$ cat src/rtl/sfx_arbiter.sv
// Priority scheduler that shares one audio output path between NUM_REQ tone sources.
// Optional macro AUDIO_SFX_PREEMPT_EN lets a higher-priority request cut off the playing tone.
module sfx_arbiter #(
  parameter int          NUM_REQ   = 4,
  parameter logic [31:0] AMPLITUDE = 32'd5000000
) (
  input  logic                       clk,
  input  logic                       reset,
  input  logic [NUM_REQ-1:0]         req,
  input  logic [16*NUM_REQ-1:0]      req_half_period,
  input  logic [16*NUM_REQ-1:0]      req_duration,
  output logic [NUM_REQ-1:0]         req_ack,
  output logic [NUM_REQ-1:0]         req_done,
  output logic [NUM_REQ-1:0]         preempted,
  output logic                       busy,
  output logic [$clog2(NUM_REQ)-1:0] active_id,
  input  logic                       audio_out_allowed,
  output logic                       write_audio_out,
  output logic [31:0]                left_channel_audio_out,
  output logic [31:0]                right_channel_audio_out
);

  localparam int IDW = $clog2(NUM_REQ);
  localparam logic [0:0] IDLE = 1'b0;
  localparam logic [0:0] PLAY = 1'b1;
  localparam logic [31:0] NEG_AMPLITUDE = ~AMPLITUDE + 32'd1;

  logic [0:0]         state_q, state_d;
  logic [IDW-1:0]     active_q, active_d;
  logic [15:0]        half_q, half_d;
  logic [15:0]        remaining_q, remaining_d;
  logic [15:0]        phase_q, phase_d;
  logic               pol_q, pol_d;
  logic [NUM_REQ-1:0] ack_q, ack_d;
  logic [NUM_REQ-1:0] done_q, done_d;
  logic [NUM_REQ-1:0] pre_q, pre_d;
  logic [31:0]        sample_q, sample_d;

  int             g;
  logic [IDW-1:0] g_idx;
  logic           req_any;
  logic           wr;

  // Lowest set request index wins.
  always_comb begin
    g = 0;
    for (int i = NUM_REQ - 1; i >= 0; i--) begin
      if (req[i]) g = i;
    end
    g_idx   = IDW'(g);
    req_any = |req;
  end

  assign wr = audio_out_allowed;

  always_comb begin
    state_d     = state_q;
    active_d    = active_q;
    half_d      = half_q;
    remaining_d = remaining_q;
    phase_d     = phase_q;
    pol_d       = pol_q;
    ack_d       = '0;
    done_d      = '0;
    pre_d       = '0;
    case (state_q)
      IDLE: begin
        if (req_any) begin
          state_d     = PLAY;
          active_d    = g_idx;
          half_d      = req_half_period[g*16 +: 16];
          remaining_d = req_duration[g*16 +: 16];
          phase_d     = '0;
          pol_d       = 1'b1;
          ack_d[g]    = 1'b1;
        end
      end
      default: begin
        // A zero-length tone finishes right after its grant, write or not.
        if (remaining_q == 16'd0 || (wr && remaining_q == 16'd1)) begin
          done_d[active_q] = 1'b1;
          state_d          = IDLE;
          active_d         = '0;
          remaining_d      = '0;
        end else begin
`ifdef AUDIO_SFX_PREEMPT_EN
          if (req_any && g_idx < active_q) begin
            pre_d[active_q] = 1'b1;
            active_d        = g_idx;
            half_d          = req_half_period[g*16 +: 16];
            remaining_d     = req_duration[g*16 +: 16];
            phase_d         = '0;
            pol_d           = 1'b1;
            ack_d[g]        = 1'b1;
          end else
`endif
          if (wr) begin
            remaining_d = remaining_q - 16'd1;
            if (half_q != 16'd0 && phase_q == half_q - 16'd1) begin
              phase_d = '0;
              pol_d   = ~pol_q;
            end else begin
              phase_d = phase_q + 16'd1;
            end
          end
        end
      end
    endcase
  end

  // The sample register holds what the next cycle presents to the codec.
  always_comb begin
    sample_d = '0;
    if (state_d == PLAY && half_d != 16'd0 && remaining_d != 16'd0)
      sample_d = pol_d ? AMPLITUDE : NEG_AMPLITUDE;
  end

  always_ff @(posedge clk or posedge reset) begin
    if (reset) begin
      state_q     <= IDLE;
      active_q    <= '0;
      half_q      <= '0;
      remaining_q <= '0;
      phase_q     <= '0;
      pol_q       <= 1'b0;
      ack_q       <= '0;
      done_q      <= '0;
      pre_q       <= '0;
      sample_q    <= '0;
    end else begin
      state_q     <= state_d;
      active_q    <= active_d;
      half_q      <= half_d;
      remaining_q <= remaining_d;
      phase_q     <= phase_d;
      pol_q       <= pol_d;
      ack_q       <= ack_d;
      done_q      <= done_d;
      pre_q       <= pre_d;
      sample_q    <= sample_d;
    end
  end

  assign req_ack                 = ack_q;
  assign req_done                = done_q;
  assign preempted               = pre_q;
  assign busy                    = (state_q == PLAY);
  assign active_id               = active_q;
  assign write_audio_out         = audio_out_allowed;
  assign left_channel_audio_out  = sample_q;
  assign right_channel_audio_out = sample_q;

endmodule

$ cat config.mk
export PLATFORM = sky130hd
export DESIGN_NAME = sfx_arbiter
export DESIGN_NICKNAME = d
export VERILOG_FILES = /design/src/rtl/sfx_arbiter.sv
export SDC_FILE = /design/constraint.sdc
export NUM_CORES = 1
export LEC_CHECK = 0
export ABC_AREA = 1
export BUFFER_PORTS_ARGS = -buffer_cell sky130_fd_sc_hd__buf_2
export CORE_MARGIN = 8
export CORE_UTILIZATION = 40
export DETAILED_ROUTE_END_ITERATION = 7
export PLACE_DENSITY = 0.67
export SKIP_LAST_GASP = 1
export SLEW_MARGIN = 10
export SYNTH_ARGS = -nofsm -noshare
export SYNTH_HDL_FRONTEND = slang
export SYNTH_SLANG_ARGS = --single-unit
$ cat constraint.sdc
create_clock -name clk -period 2.3 [get_ports clk]
set_input_delay 0.115 -clock clk [delete_from_list [all_inputs] [get_ports clk]]
set_output_delay 0.115 -clock clk [all_outputs]
set_load 0.05 [all_outputs]
# == Word level (Yosys, flattened, before mapping) ==
# Index checks and enable logic that the tools add are counted.
# op_classes
addsub,3
n_lt_le_gt_ge,4
n_eq_ne,5
n_shift,2
n_mux,36
n_bitwise,1
reduce_logical,15
# op_table
op,n
two-way mux 16 bit,11
two-way mux 32 bit,4
indexed part select 64 x 32 -> 16 bit,2
nonzero test 16 bit,3
greater-or-equal comparator 32 x 1 -> 1 bit (second input constant),1
less-than comparator 32 x 4 -> 1 bit (second input constant),1
subtractor 16 x 1 -> 16 bit (second input constant),2
adder 16 x 1 -> 16 bit (second input constant),1
equality test 16 x 1 -> 1 bit (second input constant),1
equality test 16 bit,1
logical NOT 16 bit,1
two-way mux 4 bit,4
two-way mux 1 bit,10
two-way mux 2 bit,5
logical AND 1 bit,6
demux 1 bit (select 2 bit),2
inequality test 2 bit (second input constant),2
OR reduction 4 bit,1
less-than comparator 2 x 3 -> 1 bit (second input constant),1
AND reduction 3 bit,1
greater-or-equal comparator 2 x 1 -> 1 bit (second input constant),1
inequality test 2 x 1 -> 1 bit (second input constant),1
AND reduction 2 bit,1
nonzero test 2 bit,1
other kinds (2),2
# totals
ff_bits,92
output_inout_bits,80
word_cells,75

# == Longest topological paths before layout ==
# Gate-level depths: netlist of the first run.
# logic_depth
ltp_word,11
ltp_mapped,18
mapped_depth_nobuf,17

# == Worst setup path after synthesis of the first run ==
# Ideal clock, no wire load.
# synth_path
kind,register -> register
from,reg state_q (netlist: busy)
to,reg sample_q[30] (netlist: left_channel_audio_out[30])
t_arrival_ns,1.794
required_time_ns,2.183
setup_slack_ns,0.389
stages_incl_launch_ff,13
n_path_buf,1
period_less_slack_ns,1.911
path_cell_list,dfrtp_1 -> inv_1 -> nand2_2 -> buf_2 -> a21oi_1 -> nor2_1 -> nand2_1 -> nor2_1 -> nand2_1 -> nor2_1 -> nor2_1 -> nand2_1 -> nor2_1
# synth_between
elab_chain_len,5
# synth_rtl
item,line_no,source
start: declaration,28,"logic [0:0] state_q, state_d;"
start signal: assignment,131,state_q <= state_d;
two-way mux 16 bit,66,case (state_q)
nonzero test 16 bit,114,if (state_d == PLAY && half_d != 16'd0 && remaining_d != 16'd0)
logical AND 1 bit (2 in a row),114,
two-way mux 32 bit (*),114,
end signal: assignment,140,sample_q <= sample_d;
end: declaration,37,"logic [31:0] sample_q, sample_d;"
# Every way passes the cells marked *; elsewhere a longest branch is shown, timed or not.
# A chain may end at the register's enable or synchronous reset.

# == Final worst setup path of the first run ==
# layout_path
from,reg remaining_q[0]
to,reg phase_q[3]
# layout_between
elab_chain_len,5
# layout_rtl
item,line_no,source
start: declaration,31,"logic [15:0] remaining_q, remaining_d;"
start signal: assignment,134,remaining_q <= remaining_d;
equality test 16 x 1 -> 1 bit,80,if (remaining_q == 16'd0 || (wr && remaining_q == 16'd1)) begin
logical AND 1 bit,80,
logical OR 1 bit (*),80,
inequality test 2 bit (no line) (*),-,
AND reduction 3 bit (no line) (*),-,
end signal: assignment,135,phase_q <= phase_d;
end: declaration,32,"logic [15:0] phase_q, phase_d;"
# Marks and branches as above.

==> impl_metrics.csv, run 1 <==
group,metric,value,unit
run_status,status,"finished clean",
sta,drv_slew,0,
sta,post-route-min-period,2.14,ns
finish,layout_commonest_cell,"nand2_1",
sta,grt_setup_unrepaired,"yes",
finish,syn2layout_area_growth,18.3,%
power_and_ir_drop,powerDensity,1000,nW/um^2
placed_design,gp_congestion,0.908,
finish,diodes,0,
logic_synthesis,synth_edf_count,0,
finish,num-nets-final,1248,
finish,final_cells,1296,
detailed_routing,vias,6356,
placed_design,port_buffers,198,
critical_path,required,2.50,ns
detailed_routing,ant_nets,0,
critical_path,worstSetupPathDepth,13,
grt,grt_pass1_vias,6430,
power_and_ir_drop,ir_drop,0.520,mV
finish,drive_gt1_frac,0.262,
logic_synthesis,synthArstFlopShare,1.00,
logic_synthesis,yosysSeqAreaShare,0.262,
detailed_routing,viasPerCell,4.90,
placed_design,hpwl,15.9,mm
cts,cts_root_buf,"clkbuf_16",
grt,antenna_found_initial,0,
sta,fmax,466,MHz
logic_synthesis,syn_area,6010,sq um
detailed_routing,drt_wl_total,19.6,mm
floorplan,fp-row-count,44,
logic_synthesis,yosysUniqueCellTypes,45,
floorplan,die_h,139,um
power_and_ir_drop,p_leak,4.06,nW
grt,track_usage,0.200,
critical_path,setup.worst_path.start,"remaining_q[0]$_DFF_PP0_",
grt,busiest_layer,"met2",
critical_path,crit_path_end_kind,"register",
sta,tightest_slew,0.749,ns
critical_path,worst-path-buf-inv,5,
critical_path,slowest_delay,0.41,ns
critical_path,endpoint,"phase_q[3]$_DFFE_PP0P_",
finish,nFillCells,1488,
sta,relSlewSlack,0.501,
critical_path,cp-start-kind,"register",
grt,grtUsageMet2,0.367,
logic_synthesis,synthCells,954,
detailed_routing,drtIter0Drc,341,
critical_path,r2r_slack,0.16,ns
cts,cts_made_buffers,9,
cts,htree_levels,3,
grt,grt_use_met3,0.0380,
sta,fin_skew,0.00561,ns
floorplan,fp.dieArea,19200,sq um
cts,clock_path_buffers,2,
cts,clock_latency,0.32,ns
sta,setup_viol,0,
grt,grt_max_degree,37,
sta,hold_viol_final,0,
sta,whs,0.103,ns
critical_path,cp.arrival,2.34,ns
logic_synthesis,synth_area_per_cell,6.30,sq um
min_path,min-delay-path-class,"input pin to register",
cts,clkTransAtPathRegs,0.05,ns
detailed_routing,first_pass_iters,5,
flow_run,drv_cap,0,
grt,use_met1,0.225,
critical_path,path_cells,"inv_2 -> ha_1 -> inv_1 -> nand2_1 -> nand2_1 -> inv_1 -> nand3_1 -> nand2_2 -> nor2_1 -> inv_1 -> nand2_1 -> buf_4 -> o22ai_1",
floorplan,dieWidth,139,um
placed_design,dp.cells,1278,
floorplan,initial_core_util,0.412,
logic_synthesis,yosysWarnings,0,
finish,final_cell_mix,"nand2_1, buf_2, nand3_1",
grt,grt_pass1_wl,31.9,mm
detailed_routing,post_drt_wl_per_cell,15.2,um
sta,finalCritPeriodShare,0.932,
critical_path,path_class,"register to register",
critical_path,cp_slowest_cell,"dfrtp_1",
critical_path,cp_max_fo,13,
critical_path,crit_family,"simple AND/OR/NAND/NOR gates",
logic_synthesis,synth-seq-cells,63,
critical_path,worstRegToRegCells,13,
detailed_routing,drc,0,
critical_path,r2r-end,"phase_q[3]$_DFFE_PP0P_",
floorplan,ios,215,
cts,clock_sinks,63,
grt,grt_overflow,0,
critical_path,r2r-start,"remaining_q[0]$_DFF_PP0_",
floorplan,core_area,14600,sq um
logic_synthesis,synthFlopType,"dfrtp_1",
cts,cts_tree,"built",
## logic make-up after synthesis
| group | synth area share |
|---|---|
| simple gates | 0.418 |
| fa+ha+maj | 0.0104 |
| other cells | 0.000624 |
| flops | 0.262 |
| compound gates | 0.0581 |
| buf+inv | 0.203 |
| xor+xnor | 0.0467 |
## metrics by stage
| stage | util | power, mW | setup TNS, ns | setup slack [ns] | cell area [sq um] |
|---|---|---|---|---|---|
| global route | 0.487 | 7.71 | -0.256 | -0.0285 | 7100 |
| CTS | 0.484 | 7.04 | 0 | 0.0657 | 7060 |
| floorplan | - | 4.85 | 0 | 0.389 | 6060 |
| detailed placement | 0.465 | 5.80 | 0 | 0.107 | 6790 |
| finish | 0.487 | 7.12 | 0 | 0.156 | 7100 |
| global placement | 0.465 | 5.77 | 0 | 0.114 | 6790 |
## flip-flops by register name, summed over array words and instances (netlist names)
signal	flops
active_id	2
busy	1
half_q	16
left_channel_audio_out	3
phase_q	16
pol_q	1
remaining_q	16
req_ack	4
req_done	4
## worst min-delay path by stage
| stage | from | end | slack, ns | depth (start not counted) |
|---|---|---|---|---|
| 2_1_floorplan | req_half_period[27] | half_q[11]$_DFF_PP0_ | 0.33 | 4 |
| 3_3_place_gp | reset | half_q[12]$_DFF_PP0_ | 0.23 | 2 |
| 3_5_place_dp | reset | half_q[12]$_DFF_PP0_ | 0.24 | 2 |
| 4_1_cts | req_half_period[16] | half_q[0]$_DFF_PP0_ | 0.1 | 5 |
| 5_1_grt | req_half_period[20] | half_q[4]$_DFF_PP0_ | 0.12 | 5 |
| 6_report | req_half_period[16] | half_q[0]$_DFF_PP0_ | 0.10 | 5 |
## timing repair
action / in CTS / in global routing
gates resized for setup: 0 / 15
buffers inserted: 0 / 2
endpoints found under the setup margin: 0 / 18
hold buffers: 1 / 0
endpoints found under the hold margin: 27 / 0
## area by class of cell
type	count	area, sq um	area share
Tap cell	184	230	0.0324
Clock inverter	4	22.5	0.00317
Sequential cell	63	1580	0.222
Inverter	134	522	0.0734
Multi-Input combinational cell	677	3290	0.463
Timing Repair Buffer	223	1220	0.172
Clock buffer	11	243	0.0342
## report_power, final
group / internal, mW / leakage [nW] / switching (mW)
sequential: 1.50 / 0.785 / 0.501
clock: 0.746 / 0.131 / 0.480
combinational: 1.30 / 3.14 / 2.60
total: 3.55 / 4.06 / 3.58
## cell usage after synthesis, types with 2 or more instances
cell | number | area, sq um
nand2_1 | 244 | 916
nand3_1 | 135 | 676
inv_1 | 125 | 469
nor2_1 | 116 | 435
buf_4 | 70 | 526
dfrtp_1 | 63 | 1580
xor2_1 | 27 | 236
o21ai_0 | 22 | 110
nand4_1 | 18 | 113
a21oi_1 | 15 | 75.1
o22ai_1 | 12 | 75.1
nor2_2 | 11 | 68.8
nor3_1 | 11 | 55.1
buf_2 | 10 | 50.1
buf_6 | 9 | 101
inv_2 | 6 | 22.5
nand2_2 | 6 | 37.5
ha_1 | 5 | 62.6
xnor2_1 | 5 | 43.8
nor2_4 | 4 | 45.0
o21ai_1 | 4 | 20.0
clkbuf_1 | 3 | 11.3
nand2_4 | 3 | 33.8
nand3_2 | 3 | 30.0
o21bai_1 | 3 | 22.5
clkbuf_2 | 2 | 10.0
nand3b_1 | 2 | 15.0
o211ai_1 | 2 | 15.0
or2_2 | 2 | 12.5
## metal layers
metal / vias to the layer above / wire length [um]
li1: 3220 / -
met1: 2915 / 8010
met2: 187 / 10300
met3: 34 / 950
met4: 0 / 418
met5: - / 0
## worst reg2reg max path, delay by kind of cell (launching register included)
kind,cells,cell delay [ns]
compound gates,1,0.10
fa+ha+maj,1,0.20
buf+inv,5,0.45
flops,1,0.41
simple gates,6,0.86
(Power assumes the default switching activity.)
==> inputs of run 2 (changes only) <==
--- a/config.mk
+++ b/config.mk
@@ -7,8 +7,10 @@
 export LEC_CHECK = 0
 export ABC_AREA = 1
 export BUFFER_PORTS_ARGS = -buffer_cell sky130_fd_sc_hd__buf_2
+export CORE_ASPECT_RATIO = 0.7
 export CORE_MARGIN = 8
 export CORE_UTILIZATION = 40
+export CTS_BUF_LIST = sky130_fd_sc_hd__clkbuf_8
 export DETAILED_ROUTE_END_ITERATION = 7
 export PLACE_DENSITY = 0.67
 export SKIP_LAST_GASP = 1
==> run 2 against run 1 <==
Against the previous run:
- die area grew 0.33%
- non-clock buffer count grew 8
- hold slack lost 0.0099 ns
- highest routed layer unchanged
- routed wire length grew 5.4%
- fmax grew 1.3%
- flip-flop and latch count is the same
- final cell count grew 1.5%
- design area grew 0.16%
- clock power shrank 19%
==> impl_metrics.csv, run 2 (synthesis results as in run 1) <==
group,metric,value,unit
floorplan,fp-row-count,37,
flow_run,drv_cap,0,
power_and_ir_drop,ir_drop,0.716,mV
grt,grt_max_degree,64,
finish,final_cell_mix,"nand2_1, buf_2, nand3_1",
cts,clock_sinks,63,
sta,setup_ws,0.184,ns
critical_path,crit_path_end_kind,"register",
sta,tns,0,ns
sta,hold_viol_final,0,
detailed_routing,drt_wl_total,20.7,mm
floorplan,dieWidth,162,um
finish,final_cells,1316,
detailed_routing,ant_nets,0,
grt,track_usage,0.208,
finish,layout_commonest_cell,"nand2_1",
floorplan,die_h,119,um
cts,post-cts-setup-buffers,0,
critical_path,path_class,"register to register",
placed_design,port_buffers,198,
cts,htree_levels,3,
cts,cts_root_buf,"clkbuf_8",
finish,seqCellArea,1580,sq um
finish,syn2layout_area_growth,18.5,%
finish,biggestRegsByFlops,"half_q (16), phase_q (16), remaining_q (16)",
detailed_routing,viasPerCell,4.97,
detailed_routing,first_pass_iters,6,
floorplan,fp.dieArea,19300,sq um
detailed_routing,post_drt_wl_per_cell,15.7,um
power_and_ir_drop,p_leak,4.07,nW
floorplan,ios,215,
critical_path,required,2.53,ns
cts,clock_path_buffers,2,
critical_path,cp.arrival,2.34,ns
placed_design,hpwl,16.4,mm
sta,setup_viol,0,
grt,grt_pass1_vias,6070,
grt,grt_overflow,0,
power_and_ir_drop,cell_internal_pwr,3.39,mW
placed_design,gp_congestion,0.965,
sta,fin_skew,0.0116,ns
min_path,min_path_cells,5,
power_and_ir_drop,comb_power_share,0.575,
min_path,hold_path.startpoint,"req_half_period[20]",
min_path,min-delay-path-class,"input pin to register",
critical_path,r2r-end,"phase_q[3]$_DFFE_PP0P_",
critical_path,cp-start-kind,"register",
floorplan,core_area,14700,sq um
finish,nFillCells,1541,
power_and_ir_drop,p_clk_frac,0.143,
floorplan,initial_core_util,0.409,
power_and_ir_drop,swShare,0.518,
cts,cts_made_buffers,9,
power_and_ir_drop,sequentialPowerShare,0.282,
power_and_ir_drop,p_switching,3.64,mW
critical_path,r2r_slack,0.18,ns
critical_path,worstRegToRegCells,11,
cts,clkTransAtPathRegs,0.07,ns
detailed_routing,vias,6542,
sta,grt_setup_unrepaired,"no",
detailed_routing,drc,0,
cts,clock_latency,0.35,ns
placed_design,dp.cells,1299,
run_status,status,"finished clean",
critical_path,cp_max_fo,11,
cts,cts_tree,"built",
finish,multi_input_area,3280,sq um
finish,diodes,0,
sta,post-route-min-period,2.12,ns
sta,drv_slew,0,
power_and_ir_drop,powerDensity,988,nW/um^2
sta,tightest_slew,0.720,ns
placed_design,dp_slack,0.126,ns
sta,relSlewSlack,0.520,
critical_path,r2r-start,"half_q[6]$_DFF_PP0_",
sta,finalCritPeriodShare,0.920,
finish,num-nets-final,1256,
sta,fmax,473,MHz
finish,drive_gt1_frac,0.262,
detailed_routing,drtIter0Drc,668,
grt,grt_pass1_wl,32.3,mm
min_path,hold_end,"half_q[4]$_DFF_PP0_",
grt,antenna_found_initial,0,
run 2: worst max-delay path by stage:
stage | startpoint | end | slack, ns | depth (start not counted)
5_1_grt | remaining_q[1]$_DFF_PP0_ | left_channel_audio_out[22]$_DFF_PP0_ | 0.002 | 17
2_1_floorplan | busy$_DFF_PP0_ | left_channel_audio_out[30]$_DFF_PP0_ | 0.39 | 12
3_3_place_gp | req[2] | left_channel_audio_out[30]$_DFF_PP0_ | 0.19 | 15
3_5_place_dp | remaining_q[1]$_DFF_PP0_ | left_channel_audio_out[30]$_DFF_PP0_ | 0.13 | 17
6_report | half_q[6]$_DFF_PP0_ | phase_q[3]$_DFFE_PP0P_ | 0.18 | 11
4_1_cts | remaining_q[1]$_DFF_PP0_ | left_channel_audio_out[6]$_DFF_PP0_ | 0.11 | 17
run 2: area by class of cell:
type,count,share of cell area
clock buffer,10,0.0193
clock inverter,6,0.00862
inverter,134,0.0733
multi-input combinational,677,0.461
sequential,63,0.222
tap,195,0.0343
timing repair buffer,231,0.181
run 2: timing repair:
action	4_1_cts	5_1_grt
setup endpoints to repair	0	16
hold endpoints to repair	63	0
gates resized for setup	0	7
hold buffers	1	0
run 2: through the flow:
stage	instance area [sq um]	utilization	total power, mW	hold slack (ns)
floorplan	6060	-	4.85	0.329
global placement	6890	0.469	5.92	0.217
detailed placement	6890	0.469	5.93	0.217
CTS	7100	0.484	6.96	0.0760
global route	7120	0.485	7.61	0.111
finish	7120	0.485	7.03	0.0928
run 2: power by group through the flow:
stage | sequential (mW) | combinational, mW | clock, mW
CTS | 1.96 | 3.98 | 1.02
detailed placement | 1.98 | 3.95 | 0
global placement | 1.98 | 3.94 | 0
global route | 2.04 | 4.51 | 1.06
floorplan | 1.98 | 2.86 | 0
finish | 1.98 | 4.04 | 1.00
run 2: per-layer routing:
layer	up-vias	part of all wire	global-route usage
li1	3243	-	-
met2	338	0.39	0.293
met3	10	0.10	0.0472
met4	0	0.0055	0.0300
met5	-	0	0
met1	2951	0.50	0.319
run 2: critical path, cell delays in order (launching register included):
cell	delay (ns)
dfrtp_1	0.47
nor2_1	0.18
nand2_1	0.13
nor2_4	0.24
a21oi_1	0.17
nor2_1	0.12
nand3_1	0.17
nor2_4	0.15
nand2_2	0.06
nand2_1	0.10
buf_12	0.14
o22ai_1	0.07
==> inputs of run 3 (changes only) <==
==> config.mk (replaced) <==
export PLATFORM = sky130hd
export DESIGN_NAME = sfx_arbiter
export DESIGN_NICKNAME = d
export VERILOG_FILES = /design/src/rtl/sfx_arbiter.sv
export SDC_FILE = /design/constraint.sdc
export NUM_CORES = 1
export LEC_CHECK = 0
export ABC_AREA = 1
export BUFFER_PORTS_ARGS = -buffer_cell sky130_fd_sc_hd__buf_4
export CORE_ASPECT_RATIO = 0.7
export CORE_MARGIN = 8
export CORE_UTILIZATION = 52
export CTS_BUF_LIST = sky130_fd_sc_hd__clkbuf_8
export DETAILED_ROUTE_END_ITERATION = 7
export PLACE_DENSITY = 0.83
export SKIP_LAST_GASP = 1
export SLEW_MARGIN = 10
export SYNTH_ARGS = -nofsm -noshare
export SYNTH_HDL_FRONTEND = slang
export SYNTH_SLANG_ARGS = --single-unit
export TNS_END_PERCENT = 30
==> run 3 against run 2 <==
Against the previous run:
- combinational power fell by 1%
- setup slack got worse by 0.065 ns
- clock power is essentially flat
- global-route usage increased by 4.4 points
- register-to-register slack got worse by 0.07 ns
- die area shrank 21%
- total power is 1.2% lower
- final cell count decreased by 3.7%
- largest cell class unchanged
==> impl_metrics.csv, run 3 (synthesis results as in run 1) <==
group,metric,value,unit
sta,whs,0.0872,ns
finish,drive_gt1_frac,0.258,
detailed_routing,post_drt_wl_per_cell,15.5,um
placed_design,port_buffers,198,
power_and_ir_drop,p_total,6.95,mW
finish,biggestRegsByFlops,"half_q (16), phase_q (16), remaining_q (16)",
critical_path,cp-start-kind,"register",
finish,final_cell_mix,"nand2_1, buf_4, nand3_1",
placed_design,dp_slack,0.00953,ns
run_status,status,"finished clean",
power_and_ir_drop,ir_drop,0.730,mV
sta,setup_ws,0.119,ns
placed_design,place_area,7190,sq um
detailed_routing,drt_wl_total,19.7,mm
critical_path,endpoint,"left_channel_audio_out[30]$_DFF_PP0_",
critical_path,r2r-end,"left_channel_audio_out[30]$_DFF_PP0_",
finish,num-nets-final,1245,
detailed_routing,vias,6549,
sta,relSlewSlack,0.605,
cts,cts_root_buf,"clkbuf_8",
detailed_routing,ant_nets,0,
floorplan,die_h,106,um
sta,hold_viol_final,0,
grt,grt_pass1_vias,6059,
cts,htree_levels,3,
sta,drv_slew,0,
critical_path,path_class,"register to register",
floorplan,fp.dieArea,15300,sq um
placed_design,gp_congestion,0.986,
critical_path,cp.arrival,2.41,ns
sta,fin_skew,0.00871,ns
critical_path,worstRegToRegCells,17,
min_path,min_path_cells,5,
detailed_routing,viasPerCell,5.17,
cts,clkTransAtPathRegs,0.07,ns
placed_design,hpwl,15.6,mm
critical_path,crit_path_end_kind,"register",
sta,fmax,459,MHz
sta,finalCritPeriodShare,0.948,
critical_path,cp_max_fo,15,
detailed_routing,first_pass_iters,5,
detailed_routing,drtIter0Drc,469,
detailed_routing,drc,0,
min_path,min-delay-path-class,"input pin to register",
finish,layout_commonest_cell,"nand2_1",
finish,finalInstanceArea,7440,sq um
finish,nFillCells,1091,
finish,syn2layout_area_growth,23.8,%
power_and_ir_drop,powerDensity,934,nW/um^2
critical_path,required,2.53,ns
power_and_ir_drop,p_leak,4.15,nW
sta,post-route-min-period,2.18,ns
grt,track_usage,0.252,
grt,antenna_found_initial,0,
cts,cts_made_buffers,9,
sta,setup_viol,0,
cts,clock_sinks,63,
critical_path,setup.worst_path.start,"remaining_q[1]$_DFF_PP0_",
floorplan,initial_core_util,0.523,
critical_path,r2r-start,"remaining_q[1]$_DFF_PP0_",
sta,grt_setup_unrepaired,"yes",
cts,clock_path_buffers,2,
floorplan,core_area,11500,sq um
flow_run,drv_cap,0,
grt,grt_max_degree,37,
grt,grt_overflow,0,
grt,grt_pass1_wl,30.9,mm
cts,clock_latency,0.35,ns
cts,cts_tree,"built",
critical_path,r2r_slack,0.12,ns
min_path,hold_path.startpoint,"req_duration[26]",
finish,diodes,0,
floorplan,dieWidth,144,um
floorplan,ios,215,
floorplan,fp-row-count,33,
sta,tightest_slew,0.592,ns
[run 3: changes by cell type in the layout (fill, tap and decap cells not counted), sizes merged]
cell | previous run | this run
buf | 230 | 219
clkinvlp | 3 | 0
clkinv | 2 | 4
inv | 133 | 134
[run 3: worst min path at each step]
| stage | end | slack, ns |
|---|---|---|
| after floorplan | half_q[11]$_DFF_PP0_ | 0.33 |
| after global placement | req_done[1]$_DFF_PP0_ | 0.22 |
| after detailed placement | req_done[1]$_DFF_PP0_ | 0.23 |
| after CTS | half_q[13]$_DFF_PP0_ | 0.08 |
| after global routing | half_q[5]$_DFF_PP0_ | 0.1 |
| final | remaining_q[10]$_DFF_PP0_ | 0.09 |
[run 3: repair_timing]
| item | CTS | global route |
|---|---|---|
| setup endpoints to repair | 2 | 14 |
| gates resized for setup | 1 | 11 |
| hold endpoints to repair | 26 | 0 |
| hold buffers | 1 | 0 |
| setup buffers | 0 | 1 |
| cloned | 0 | 0 |
| pin swaps | 0 | 0 |
[run 3: power breakdown]
part           internal [mW]  total, mW  switching [mW]
Combinational           1.36       3.99            2.63
Clock                  0.517      0.967           0.450
Sequential              1.50       1.99           0.496
Total                   3.38       6.95            3.57
[run 3: metrics by stage]
stage	cells	setup TNS [ns]	util
finish	1267	0	0.648
global route	1267	-0.104	0.648
global placement	1249	0	0.627
CTS	1266	0	0.644
floorplan	969	0	-
detailed placement	1249	0	0.627
[run 3: worst max-delay path, cell delays in order, from the launching register on]
cell and delay (ns):
dfrtp_1 0.42, inv_1 0.11, ha_1 0.15, nand2_1 0.05, nand2_1 0.11, nand2_1 0.06
inv_1 0.07, nand3_2 0.13, nand2_2 0.12, inv_4 0.09, nand2_1 0.07, nand2_1 0.06
nor2_1 0.13, nand2_1 0.09, nor2_2 0.14, nand3_1 0.11, nand2_2 0.10, nor2_1 0.05
[run 3: layout make-up]
type / instances / area (sq um) / area share
flip-flops and latches: 63 / 1580 / 0.212
repair buffers: 220 / 1650 / 0.222
clock buffers: 10 / 138 / 0.0185
inverters: 134 / 522 / 0.0702
well taps: 157 / 196 / 0.0264
clock inverters: 6 / 52.6 / 0.00707
multi-input cells: 677 / 3300 / 0.443
[run 3: per-layer routing]
layer	GRT usage	vias to the layer above	wire, um
met5	0	-	0
met4	0.0518	0	248
li1	-	3227	-
met1	0.365	2954	9040
met3	0.0671	23	2210
met2	0.367	345	8200
